[src/rtl/uart_auth_rx.sv]
// rtl/uart_auth_rx.sv - UART command receiver and power-up authorization FSM; define RX_PARITY_EN for 8E1 framing
module uart_auth_rx #(
  parameter int          BAUD_DIV = 2604,
  parameter logic [7:0]  CMD_GO   = 8'h47,
  parameter logic [7:0]  CMD_STOP = 8'h53
) (
  input  logic       clk,
  input  logic       rst_n,
  input  logic       RX,
  input  logic       rider_off,
  output logic [7:0] rx_data,
  output logic       rx_rdy,
  output logic       frame_err,
  output logic       pwr_up
);

  localparam int          CW   = $clog2(BAUD_DIV + 1);
  localparam logic [CW-1:0] FULL = CW'(BAUD_DIV);
  localparam logic [CW-1:0] HALF = CW'(BAUD_DIV / 2);
  localparam logic [CW-1:0] ONE  = CW'(1);

  localparam logic [2:0] RX_IDLE  = 3'd0;
  localparam logic [2:0] RX_START = 3'd1;
  localparam logic [2:0] RX_DATA  = 3'd2;
  localparam logic [2:0] RX_STOP  = 3'd3;
`ifdef RX_PARITY_EN
  localparam logic [2:0] RX_PAR   = 3'd4;
`endif

  localparam logic [1:0] AUTH_OFF  = 2'd0;
  localparam logic [1:0] AUTH_PWR1 = 2'd1;
  localparam logic [1:0] AUTH_PWR2 = 2'd2;

  logic          rx_ff1, rx_ff2, rx_ff3;
  logic [1:0]    warm;
  logic          seen_high;
  logic          start_edge;
  logic [2:0]    rx_state;
  logic [CW-1:0] baud_cnt;
  logic [2:0]    bit_cnt;
  logic [7:0]    shift;
  logic          par_ok;
  logic [1:0]    auth_state, auth_next;

  // Presets look like an idle line, so the edge detector is only armed once
  // the synchronizer carries real samples and the line has actually been high.
  always_ff @(posedge clk or negedge rst_n) begin
    if (!rst_n) begin
      rx_ff1    <= 1'b1;
      rx_ff2    <= 1'b1;
      rx_ff3    <= 1'b1;
      warm      <= 2'd0;
      seen_high <= 1'b0;
    end else begin
      rx_ff1 <= RX;
      rx_ff2 <= rx_ff1;
      rx_ff3 <= rx_ff2;
      if (warm != 2'd3) warm <= warm + 2'd1;
      if (warm == 2'd3 && rx_ff2) seen_high <= 1'b1;
    end
  end

  assign start_edge = seen_high & rx_ff3 & ~rx_ff2;

`ifdef RX_PARITY_EN
  logic par_bit;
  always_ff @(posedge clk or negedge rst_n) begin
    if (!rst_n) par_bit <= 1'b0;
    else if (rx_state == RX_PAR && baud_cnt == ONE) par_bit <= rx_ff2;
  end
  assign par_ok = ((^shift) == par_bit);
`else
  assign par_ok = 1'b1;
`endif

  always_ff @(posedge clk or negedge rst_n) begin
    if (!rst_n) begin
      rx_state  <= RX_IDLE;
      baud_cnt  <= '0;
      bit_cnt   <= 3'd0;
      shift     <= 8'h00;
      rx_data   <= 8'h00;
      rx_rdy    <= 1'b0;
      frame_err <= 1'b0;
    end else begin
      rx_rdy    <= 1'b0;
      frame_err <= 1'b0;
      if (rx_state == RX_IDLE) begin
        if (start_edge) begin
          baud_cnt <= HALF;
          rx_state <= RX_START;
        end
      end else if (baud_cnt != ONE) begin
        baud_cnt <= baud_cnt - ONE;
      end else begin
        baud_cnt <= FULL;
        case (rx_state)
          RX_START: begin
            if (rx_ff2) begin
              rx_state <= RX_IDLE;
            end else begin
              bit_cnt  <= 3'd0;
              rx_state <= RX_DATA;
            end
          end
          RX_DATA: begin
            shift   <= {rx_ff2, shift[7:1]};
            bit_cnt <= bit_cnt + 3'd1;
`ifdef RX_PARITY_EN
            if (bit_cnt == 3'd7) rx_state <= RX_PAR;
`else
            if (bit_cnt == 3'd7) rx_state <= RX_STOP;
`endif
          end
`ifdef RX_PARITY_EN
          RX_PAR: rx_state <= RX_STOP;
`endif
          RX_STOP: begin
            if (rx_ff2 && par_ok) begin
              rx_data <= shift;
              rx_rdy  <= 1'b1;
            end else begin
              frame_err <= 1'b1;
            end
            rx_state <= RX_IDLE;
          end
          default: rx_state <= RX_IDLE;
        endcase
      end
    end
  end

  // In PWR2 a fresh GO outranks a simultaneous rider departure.
  always_comb begin
    auth_next = auth_state;
    case (auth_state)
      AUTH_OFF:
        if (rx_rdy && rx_data == CMD_GO) auth_next = AUTH_PWR1;
      AUTH_PWR1:
        if (rx_rdy && rx_data == CMD_STOP) auth_next = rider_off ? AUTH_OFF : AUTH_PWR2;
      AUTH_PWR2:
        if (rx_rdy && rx_data == CMD_GO) auth_next = AUTH_PWR1;
        else if (rider_off)              auth_next = AUTH_OFF;
      default: auth_next = AUTH_OFF;
    endcase
  end

  always_ff @(posedge clk or negedge rst_n) begin
    if (!rst_n) begin
      auth_state <= AUTH_OFF;
      pwr_up     <= 1'b0;
    end else begin
      auth_state <= auth_next;
      pwr_up     <= (auth_next != AUTH_OFF);
    end
  end

endmodule

[config.mk]
export PLATFORM = sky130hd
export DESIGN_NAME = uart_auth_rx
export DESIGN_NICKNAME = d
export VERILOG_FILES = /design/src/rtl/uart_auth_rx.sv
export SDC_FILE = /design/constraint.sdc
export NUM_CORES = 1
export LEC_CHECK = 0
export ABC_AREA = 1
export BUFFER_PORTS_ARGS = -buffer_cell sky130_fd_sc_hd__buf_2
export CAP_MARGIN = 15
export CORE_MARGIN = 4
export CORE_UTILIZATION = 59
export CTS_CLUSTER_SIZE = 10
export DETAILED_ROUTE_END_ITERATION = 16
export HOLD_SLACK_MARGIN = 0.03
export MAX_ROUTING_LAYER = met4
export PLACE_DENSITY_LB_ADDON = 0.12
export SLEW_MARGIN = 40
export SYNTH_ARGS = -nofsm -noshare
export SYNTH_HDL_FRONTEND = slang
export SYNTH_SLANG_ARGS = --single-unit
[constraint.sdc]
create_clock -name clk -period 1.8 [get_ports clk]
set_input_delay 0.27 -clock clk [delete_from_list [all_inputs] [get_ports clk]]
set_output_delay 0.27 -clock clk [all_outputs]
set_load 0.01 [all_outputs]
==> metrics.txt, run 1 <==
outcome complete, no violations; R2R setup slack about 0.14 ns; endpoints failing hold 0; max-slew violation total from the final report 0; type of the worst min-delay path in -> reg; num rows 21; buffer type at the clock tree root clkbuf_8; Area Overhead vs Synth 11.0%; R2R depth 8; Post-Route Setup TNS 0 ns; Peak supply drop 892 uV; Worst Hold Depth 1; PD cells 1150 mW/mm2; vias per cell a little over 5; clk buf depth 2; Final HPWL DP slightly above 3000 um; Synth Area per Inst 8.23 um2; die area around 0.0047 mm2; initial DRC count approximately 160; CP Class reg -> reg; period utilisation layout 92.1%; Crit path required time 1.98 ns; Syn Nets 280; RSZ-0062 raised after global routing no; final antenna-violating net count 0; PortBufs 14; Die X about 69 um; Placed Cells incl. Taps 329; Worst setup EP type flop; LEAKAGE 0.00123 uW; Synth top area share 46.9%; r2r endpoint rx_state[0]; initial antenna violation count 0; synth top area cells dfrtp_1 47%, nand2_1 13%, inv_1 6.0%, ha_1 5.7%, o21ai_0 5.3%; clk_lat worst skew 0.29 ns; Final nets 305; Slew headroom 64.2%; CP Max Fanout 10; mapped cell area 0.00219 mm2; gp weighted congestion about 0.90; GRT overflow 0; CP Launch Type flop; Seq cells post-synth between 40 and 50; core area roughly 0.0035 mm2; Mapped Cells between 200 and 300; setup violators final 0; first-pass GRT wire length ~7100 um; total of max-cap violations 0; CTS clock-pin slew for the worst setup and hold paths about 0.07 ns; CP arrival approximately 1.8 ns; layout cells sized above 1 between 10% and 20%; vias in the first global route about 1600; Synth Warn # 0; leading area contributor after synthesis dfrtp_1; DR WL/cell around 12 um; EDFF count, synth 0; clk sinks between 40 and 50; Reg-to-Reg Start rx_state[0]; CTS tree yes; dominant synthesized flop cell dfrtp_1; IO Count 15; initial core utilization 63.1%; measured slew at the worst slew-check pin roughly 0.54 ns; Synth cell types 25; final WL between 3000 and 4000 um; FFs w/ async S/R, synth 100%; Post-CTS Setup Inserts 0; htree depth 2; total power 2800 uW; Fmax a little over 600 MHz; # diodes 0; TritonCTS Buffers 5; GRT Overall Usage between 20% and 30%; hold_sp RX; DR vias ~1700; DIE HEIGHT 68.9 um; DR DRC count 0; crit path time final about 1.7 ns; final std cells w/o fill ~340; sequential share of the synthesized area between 50% and 60%; Hold Path Sink rx_ff1; Fin Clk Skew between 0.008 and 0.009 ns; pin count of the biggest net entering global routing 25; total iterations of the first detailed-routing run 5
-- cell type report --
class / count / area (um2)
Clock inverter: 2 / 12.5
Fill cell: 284 / 1040
Clock buffer: 6 / 72.6
Inverter: 35 / 131
Multi-Input combinational cell: 183 / 918
Timing Repair Buffer: 22 / 133
Tap cell: 46 / 57.6
Sequential cell: 44 / 1100
-- cell families (layout without fill, tap and decap cells) --
family	count (synthesis)	count (layout)	share of synthesized area (%)
muxes	1	1	0.515
AOI/OAI and AO/OA	39	39	9.55
buffers and inverters	39	65	7.89
DFF	44	44	50.5
adders and majority gates	10	10	5.72
and+or+nand+nor	129	129	24.2
xor gates and xnor gates	4	4	1.60
-- layer usage --
metal | GRT usage (%) | vias up | wire length [um]
met1 | 28.1 | 777 | 1990
met5 | - | - | 0
met4 | 7.06 | 0 | 64
li1 | - | 883 | -
met3 | 3.89 | 10 | 170
met2 | 31.8 | 43 | 1770
-- registers in the layout, indices dropped and copies added (netlist names) --
name        count
auth_state      2
baud_cnt       12
bit_cnt         3
frame_err       1
pwr_up          1
rx_data         8
rx_ff1          1
rx_ff2          1
rx_ff3          1
rx_rdy          1
rx_state        2
seen_high       1
shift           8
warm            2
-- cell usage in the layout, fill, tap and decap left out, drive strengths merged, types with 6 or more instances in the layout --
master,synthesis,layout
buf,4,21
nand3,15,15
clkbuf,0,6
nand2,81,81
o21ai,33,33
inv,35,35
nor2,29,29
ha,10,10
dfrtp,41,41
-- where the power goes --
part / internal (uW) / switching (uW)
clock: 271 / 314
combinational: 344 / 621
sequential: 1120 / 131
total: 1730 / 1070
-- critical path, cell delays in order (launching register included) --
cell and delay (ns):
dfrtp_1 0.42, inv_1 0.12, ha_2 0.26, inv_1 0.08, buf_4 0.18, nand2_1 0.25, nand2_1 0.12, nand2_1 0.07
nand2_1 0.05
-- cell usage after synthesis, types with 3 or more instances --
| library cell | n |
|---|---|
| a21oi_1 | 3 |
| dfrtp_1 | 41 |
| dfstp_2 | 3 |
| ha_1 | 10 |
| inv_1 | 35 |
| nand2_1 | 78 |
| nand2_2 | 3 |
| nand3_1 | 15 |
| nor2_1 | 25 |
| nor2_2 | 4 |
| o21ai_0 | 23 |
| o21ai_1 | 8 |
| xor2_1 | 3 |
-- how the worst max path moves through the flow --
| stage | endpoint | startpoint | depth (start not counted) | slack, ns |
|---|---|---|---|---|
| final | rx_state[0] | rx_state[0] | 8 | 0.14 |
| after global routing | bit_cnt[0] | rx_state[0] | 9 | 0.002 |
| after CTS | rx_data[0] | rx_state[0] | 8 | 0.03 |
| after detailed placement | rx_data[0] | rx_state[0] | 8 | 0.05 |
| after global placement | rx_state[1] | rx_state[0] | 8 | 0.14 |
| after floorplan | rx_data[3] | rx_state[0] | 9 | 0.30 |
-- per-stage QoR --
step           utilization [%]  setup WS, ns  hold WS (ns)  area, um2
2_1_floorplan                -         0.301       -0.0256       2190
3_3_place_gp              67.1         0.140         0.289       2330
3_5_place_dp              67.1        0.0484         0.282       2330
4_1_cts                   69.8        0.0335        0.0751       2420
5_1_grt                   70.1       0.00189        0.0635       2430
6_report                  70.1         0.143        0.0809       2430
-- repair_timing --
action                                 CTS  global route
setup endpoints to repair                0            13
hold buffers                             1             0
resized for setup                        0             4
endpoints found under the hold margin   20             0
(Power assumes the default switching activity.)
==> run 2: changes to the inputs <==
--- a/config.mk
+++ b/config.mk
@@ -5,7 +5,6 @@
 export SDC_FILE = /design/constraint.sdc
 export NUM_CORES = 1
 export LEC_CHECK = 0
-export ABC_AREA = 1
 export BUFFER_PORTS_ARGS = -buffer_cell sky130_fd_sc_hd__buf_2
 export CAP_MARGIN = 15
 export CORE_MARGIN = 4
==> metrics.txt, run 2 <==
CTS clock-pin slew for the worst setup and hold paths 0.14 ns (+0.07 ns); CTS tree yes; Synth top area share 48.2% (+1.3 points); R2R depth 5 (-3); Peak supply drop 646 uV (-28%); outcome finished, violations left; Final HPWL DP 3450 um (+13%); period utilisation layout 130% (+38 points); IO Count 15 (unchanged); clk_lat worst skew 0.35 ns (+0.06 ns); Final nets 254 (-17%); RSZ-0062 raised after global routing yes; most common cell in the synthesized netlist dfrtp_1; buffer type at the clock tree root clkbuf_4; Reg-to-Reg Start baud_cnt[6]; clk buf depth 2 (unchanged); htree depth 2 (unchanged); LEAKAGE 0.00131 uW (+6.2%); EDFF count, synth 0 (unchanged); commonest non-fill, non-tap cell in the layout dfrtp_1; vias per cell 5.99 (+18%); Worst Hold Depth 2 (+1); Mapped Cells 183 (-31%); leading area contributor after synthesis dfrtp_1; Fmax 429 MHz (-29%); total power 3070 uW (+9.8%); vias in the first global route 1750 (+8.5%); max reg flops 12 (unchanged); Worst setup EP type flop; mapped cell area 0.00213 mm2 (-2.6%); DR vias 1720 (+0.41%); die area 0.00464 mm2 (-2.3%); Synth Area per Inst 11.6 um2 (+42%); layout cells sized above 1 46.1% (+31 points); Biggest register baud_cnt; DR WL/cell 18.7 um (+58%); GRT overflow 0 (unchanged); core area 0.00342 mm2 (-1.5%); num rows 21 (unchanged); DIE HEIGHT 68.1 um (-1.2%); Hold Path Sink auth_state[1]; crit path time final 2.33 ns (+0.675 ns); Seq cells post-synth 44 (unchanged); fin worst setup slack -0.532 ns (-0.675 ns); synth top area cells dfrtp_1 48%, mux2_2 9.5%, ha_1 5.9%, dfstp_2 3.7%, a21oi_1 2.3%; total iterations of the first detailed-routing run 4 (-1); dominant synthesized flop cell dfrtp_1; hold_sp rider_off; DR DRC count 0 (unchanged); final antenna-violating net count 0 (unchanged); PortBufs 14 (unchanged); Crit path required time 2.05 ns (+0.07 ns); CP Class reg -> reg; max-slew violation total from the final report 0 (unchanged); FFs w/ async S/R, synth 100% (unchanged); first-pass GRT wire length 8800 um (+24%); # diodes 0 (unchanged); ranking of synthesized cells by instance count 41 x dfrtp_1, 18 x mux2_2, 10 x a21oi_1, 10 x ha_1, 9 x o21ai_0; pin count of the biggest net entering global routing 30 (+20%); CP arrival 2.59 ns (+0.76 ns); Slew headroom 63.6% (-0.63 points); CP Max Fanout 8 (-2); initial core utilization 62.4% (-0.71 points); total of max-cap violations 0 (unchanged); GRT Overall Usage 26.8% (+6.0 points); Syn Nets 197 (-30%); Core Util, Final 82.4% (+12 points); failing checks negative setup slack; initial antenna violation count 0 (unchanged); biggest regs baud_cnt (12), rx_data (8), shift (8); gp weighted congestion 0.859 (-4.7%); PD cells 1090 mW/mm2 (-5.3%); Fin Clk Skew 0.00878 ns (-0.0000639 ns); initial DRC count 162 (+3.2%); CP Launch Type flop; sequential share of the synthesized area 51.8% (+1.4 points); Die X 68.1 um (-1.2%); Synth cell types 47 (+88%); R2R setup slack -0.53 ns (-0.68 ns); r2r endpoint rx_data[1]; setup violators final 35 (+35); TritonCTS Buffers 5 (unchanged); Area Overhead vs Synth 32.1%; type of the worst min-delay path in -> reg; final WL 5370 um (+34%); Synth Warn # 0 (unchanged); clk sinks 44 (unchanged); measured slew at the worst slew-check pin 0.547 ns (+0.00947 ns); most frequent cells in the layout 41 x dfrtp_1, 34 x buf_4, 16 x mux2_2; endpoints failing hold 0 (unchanged)
-- run 2: cell type report --
class	instances	area (um2)
multi-input combinational	125	1120
sequential	44	1100
fill	194	601
timing repair buffer	56	417
tap	46	57.6
clock inverter	3	46.3
clock buffer	5	37.5
inverter	8	30.0
-- run 2: repair_timing --
| item | CTS | global route |
|---|---|---|
| pin swaps | 5 | 9 |
| hold buffers | 2 | 0 |
| hold endpoints to repair | 22 | 0 |
| buffers inserted | 3 | 2 |
| setup endpoints to repair | 35 | 35 |
| resized for setup | 25 | 15 |
-- run 2: critical path, stage by stage (launching register included) --
cell     delay (ns)
dfrtp_1        0.42
or4_4          0.57
or4_4          0.56
nor4_4         0.17
buf_6          0.18
mux2_2         0.34
-- run 2: how the worst max path moves through the flow --
stage                            from         end  slack (ns)  cells after the start
after CTS                 baud_cnt[6]  rx_data[2]       -0.53                      5
after detailed placement  baud_cnt[6]  rx_data[2]       -0.57                      5
after global routing      baud_cnt[6]  rx_data[1]       -0.55                      5
after floorplan           baud_cnt[6]  rx_data[0]       -0.65                      5
after global placement    baud_cnt[6]  rx_data[0]       -0.47                      5
final                     baud_cnt[6]  rx_data[1]       -0.53                      5
-- run 2: cell families after synthesis --
family                   synth area share, %
AO/OA/AOI/OAI                           11.9
XOR/XNOR                                1.64
adder cells (fa/ha/maj)                 5.87
buffers and inverters                   2.52
flip-flops                              51.8
multiplexers                            10.5
AND/OR/NAND/NOR                         15.8
-- run 2: power breakdown --
part           internal [uW]  switching (uW)
logic                    586             658
registers               1110            80.3
clock network            297             340
-- run 2: stage by stage --
step	worst slack, ns	hold slack [ns]	cells	setup TNS [ns]	instance area [um2]
floorplan	-0.652	-0.0256	183	-10.82	2150
global placement	-0.466	0.257	272	-9.27	2500
detailed placement	-0.569	0.284	272	-11.69	2500
CTS	-0.531	0.0596	285	-8.44	2730
global route	-0.554	0.0392	287	-11.37	2820
finish	-0.532	0.0603	287	-9.96	2820
-- run 2: per-layer routing --
layer | global-route usage [%] | vias to the layer above | share of wire, % | wire length (um)
met5 | - | - | 0 | 0
met4 | 8.19 | 0 | 1.9 | 101
met3 | 5.75 | 13 | 4.0 | 216
met2 | 43.3 | 53 | 51 | 2750
met1 | 34.0 | 866 | 43 | 2300
li1 | - | 788 | - | -
==> run 3: changes to the inputs <==
--- a/config.mk
+++ b/config.mk
@@ -7,6 +7,7 @@
 export LEC_CHECK = 0
 export BUFFER_PORTS_ARGS = -buffer_cell sky130_fd_sc_hd__buf_2
 export CAP_MARGIN = 15
+export CORE_ASPECT_RATIO = 1.75
 export CORE_MARGIN = 4
 export CORE_UTILIZATION = 59
 export CTS_CLUSTER_SIZE = 10
==> constraint.sdc (replaced) <==
create_clock -name clk -period 2.45 [get_ports clk]
set_input_delay 0.3675 -clock clk [delete_from_list [all_inputs] [get_ports clk]]
set_output_delay 0.3675 -clock clk [all_outputs]
set_load 0.01 [all_outputs]
==> metrics.txt, run 3 (synthesized netlist as in run 2, its figures left out) <==
CP Class reg -> reg; Area Overhead vs Synth 12.9%; Placed Area 0.00230 mm2 (-7.9%); GRT Overall Usage 23.0% (-3.9 points); initial core utilization 62.1% (-0.32 points); total power 1870 uW (-39%); outcome complete, no violations; combinational cell fraction of total power 25.9% (-15 points); layout cells sized above 1 28.8% (-17 points); PortBufs 14 (unchanged); GR Layer Usage met2 38.9% (-4.4 points); sequential power share 50.0% (+11 points); vias in the first global route 1617 (-7.6%); Psw 641 uW (-41%); Slew headroom 64.4% (+0.80 points); Core Util, Final 70.1% (-12 points); total iterations of the first detailed-routing run 4 (unchanged); CP Max Fanout 8 (unchanged); DR WL/cell 17.2 um (-8.1%); layout filler cell count 268 (+38%); crit path time final 2.40 ns (+0.0659 ns); measured slew at the worst slew-check pin 0.535 ns (-0.0120 ns); type of the worst min-delay path in -> async; R2R depth 5 (unchanged); endpoints failing hold 0 (unchanged); IO Count 15 (unchanged); Reg-to-Reg Start baud_cnt[6]; RSZ-0062 raised after global routing no; Fmax 417 MHz (-2.7%); layer with the highest usage met2; Worst setup EP type flop; Peak supply drop 751 uV (+16%); period utilisation layout 97.9% (-32 points); pin count of the biggest net entering global routing 45 (+50%); hold_ws 0.0445 ns (-0.0157 ns); first-pass GRT wire length 7540 um (-14%); max-slew violation total from the final report 0 (unchanged); met1 Track Usage GR 25.1% (-9.0 points); final instance area 0.00241 mm2 (-15%); final WL 4350 um (-19%); r2r endpoint rx_data[7]; capture point of the critical path rx_data[7]; Die X 53.4 um (-22%); GRT overflow 0 (unchanged); Placed Cells incl. Taps 245 (-9.9%); # diodes 0 (unchanged); CTS tree yes; num rows 28 (+33%); DR DRC count 0 (unchanged); Critical path origin baud_cnt[6]; core area 0.00343 mm2 (+0.51%); R2R setup slack 0.05 ns (+0.58 ns); internal power 1230 uW (-38%); Crit path required time 2.64 ns (+0.59 ns); Biggest register baud_cnt; max reg flops 12 (unchanged); total of max-cap violations 0 (unchanged); clk buf depth 2 (unchanged); most frequent cells in the layout 41 x dfrtp_1, 18 x mux2_2, 13 x buf_2; clock power share 24.1% (+3.3 points); CP Launch Type flop; initial antenna violation count 0 (unchanged); Final nets 221 (-13%); biggest regs baud_cnt (12), rx_data (8), shift (8); buffer type at the clock tree root clkbuf_8; clk sinks 44 (unchanged); CP arrival 2.58 ns (about the same); DR vias 1533 (-11%); final std cells w/o fill 253 (-12%); PD cells 776 mW/mm2 (-29%); htree depth 2 (unchanged); TritonCTS Buffers 5 (unchanged); die area 0.00468 mm2 (+0.82%); initial DRC count 44 (-73%); clk_lat worst skew 0.30 ns (-0.05 ns); CTS clock-pin slew for the worst setup and hold paths 0.08 ns (-0.06 ns); Fin Clk Skew 0.00110 ns (-0.00768 ns); number of hold buffers added after cts 0 (-2); gp weighted congestion 0.884 (+2.8%); vias per cell 6.06 (+1.1%); final antenna-violating net count 0 (unchanged); setup violators final 0 (-100%); Final HPWL DP 3220 um (-6.7%); DIE HEIGHT 87.5 um (+28%); LEAKAGE 0.00110 uW (-16%); switching part of the total power 34.3% (-0.80 points); commonest non-fill, non-tap cell in the layout dfrtp_1; GR Util met3 4.12% (-1.6 points)
[run 3: cell count changes in the layout (fill, tap and decap cells not counted), sizes merged]
| cell | before | now |
|---|---|---|
| buf | 54 | 23 |
| dlygate4sd3 | 2 | 0 |
| bufinv | 1 | 0 |
| clkinv | 0 | 1 |
| clkinvlp | 1 | 2 |
| inv | 9 | 8 |
[run 3: metal layers]
layer | vias to the layer above | wire length, um
met5 | - | 0
met4 | 0 | 107
li1 | 718 | -
met1 | 763 | 1630
met2 | 41 | 2450
met3 | 11 | 159
[run 3: through the flow]
| step | setup WS, ns | setup TNS (ns) |
|---|---|---|
| floorplan | -0.00162 | -0.0130 |
| global placement | 0.125 | 0 |
| detailed placement | 0.0496 | 0 |
| CTS | 0.0423 | 0 |
| global route | 0.00124 | 0 |
| finish | 0.0517 | 0 |
[run 3: power by group through the flow]
stage | registers (uW) | logic [uW] | clock network, uW
2_1_floorplan | 914 | 358 | 0
3_3_place_gp | 927 | 442 | 0
3_5_place_dp | 937 | 475 | 0
4_1_cts | 927 | 476 | 463
5_1_grt | 950 | 552 | 501
6_report | 934 | 484 | 450
[run 3: layout make-up]
type / count / area [um2] / area share [%]
flip-flops and latches: 44 / 1100 / 45.9
clock inverters: 3 / 23.8 / 0.988
repair buffers: 23 / 144 / 5.98
clock buffers: 5 / 68.8 / 2.86
inverters: 8 / 30.0 / 1.25
multi-input cells: 125 / 978 / 40.7
well taps: 45 / 56.3 / 2.34
[run 3: critical path, stage by stage (launching register included)]
cell	delay, ns
dfrtp_1	0.42
or4_1	0.58
or4_4	0.59
nor4_4	0.17
buf_6	0.18
mux2_2	0.34
[run 3: timing repair]
item                                    CTS  global route
endpoints found under the setup margin    0             9
resized for setup                         0             2
hold endpoints to repair                  0             0
buffers inserted                          0             0
[run 3: worst min-delay path by stage]
stage	start	endpoint	cells after the start	slack [ns]
global placement	rx_ff1	rx_ff2	0	0.35
global route	rst_n	rx_data[0]	1	0.07
detailed placement	rx_ff1	rx_ff2	0	0.35
CTS	rst_n	rx_data[0]	1	0.06
finish	rst_n	rx_data[0]	1	0.04
floorplan	rst_n	auth_state[0]	0	0.07
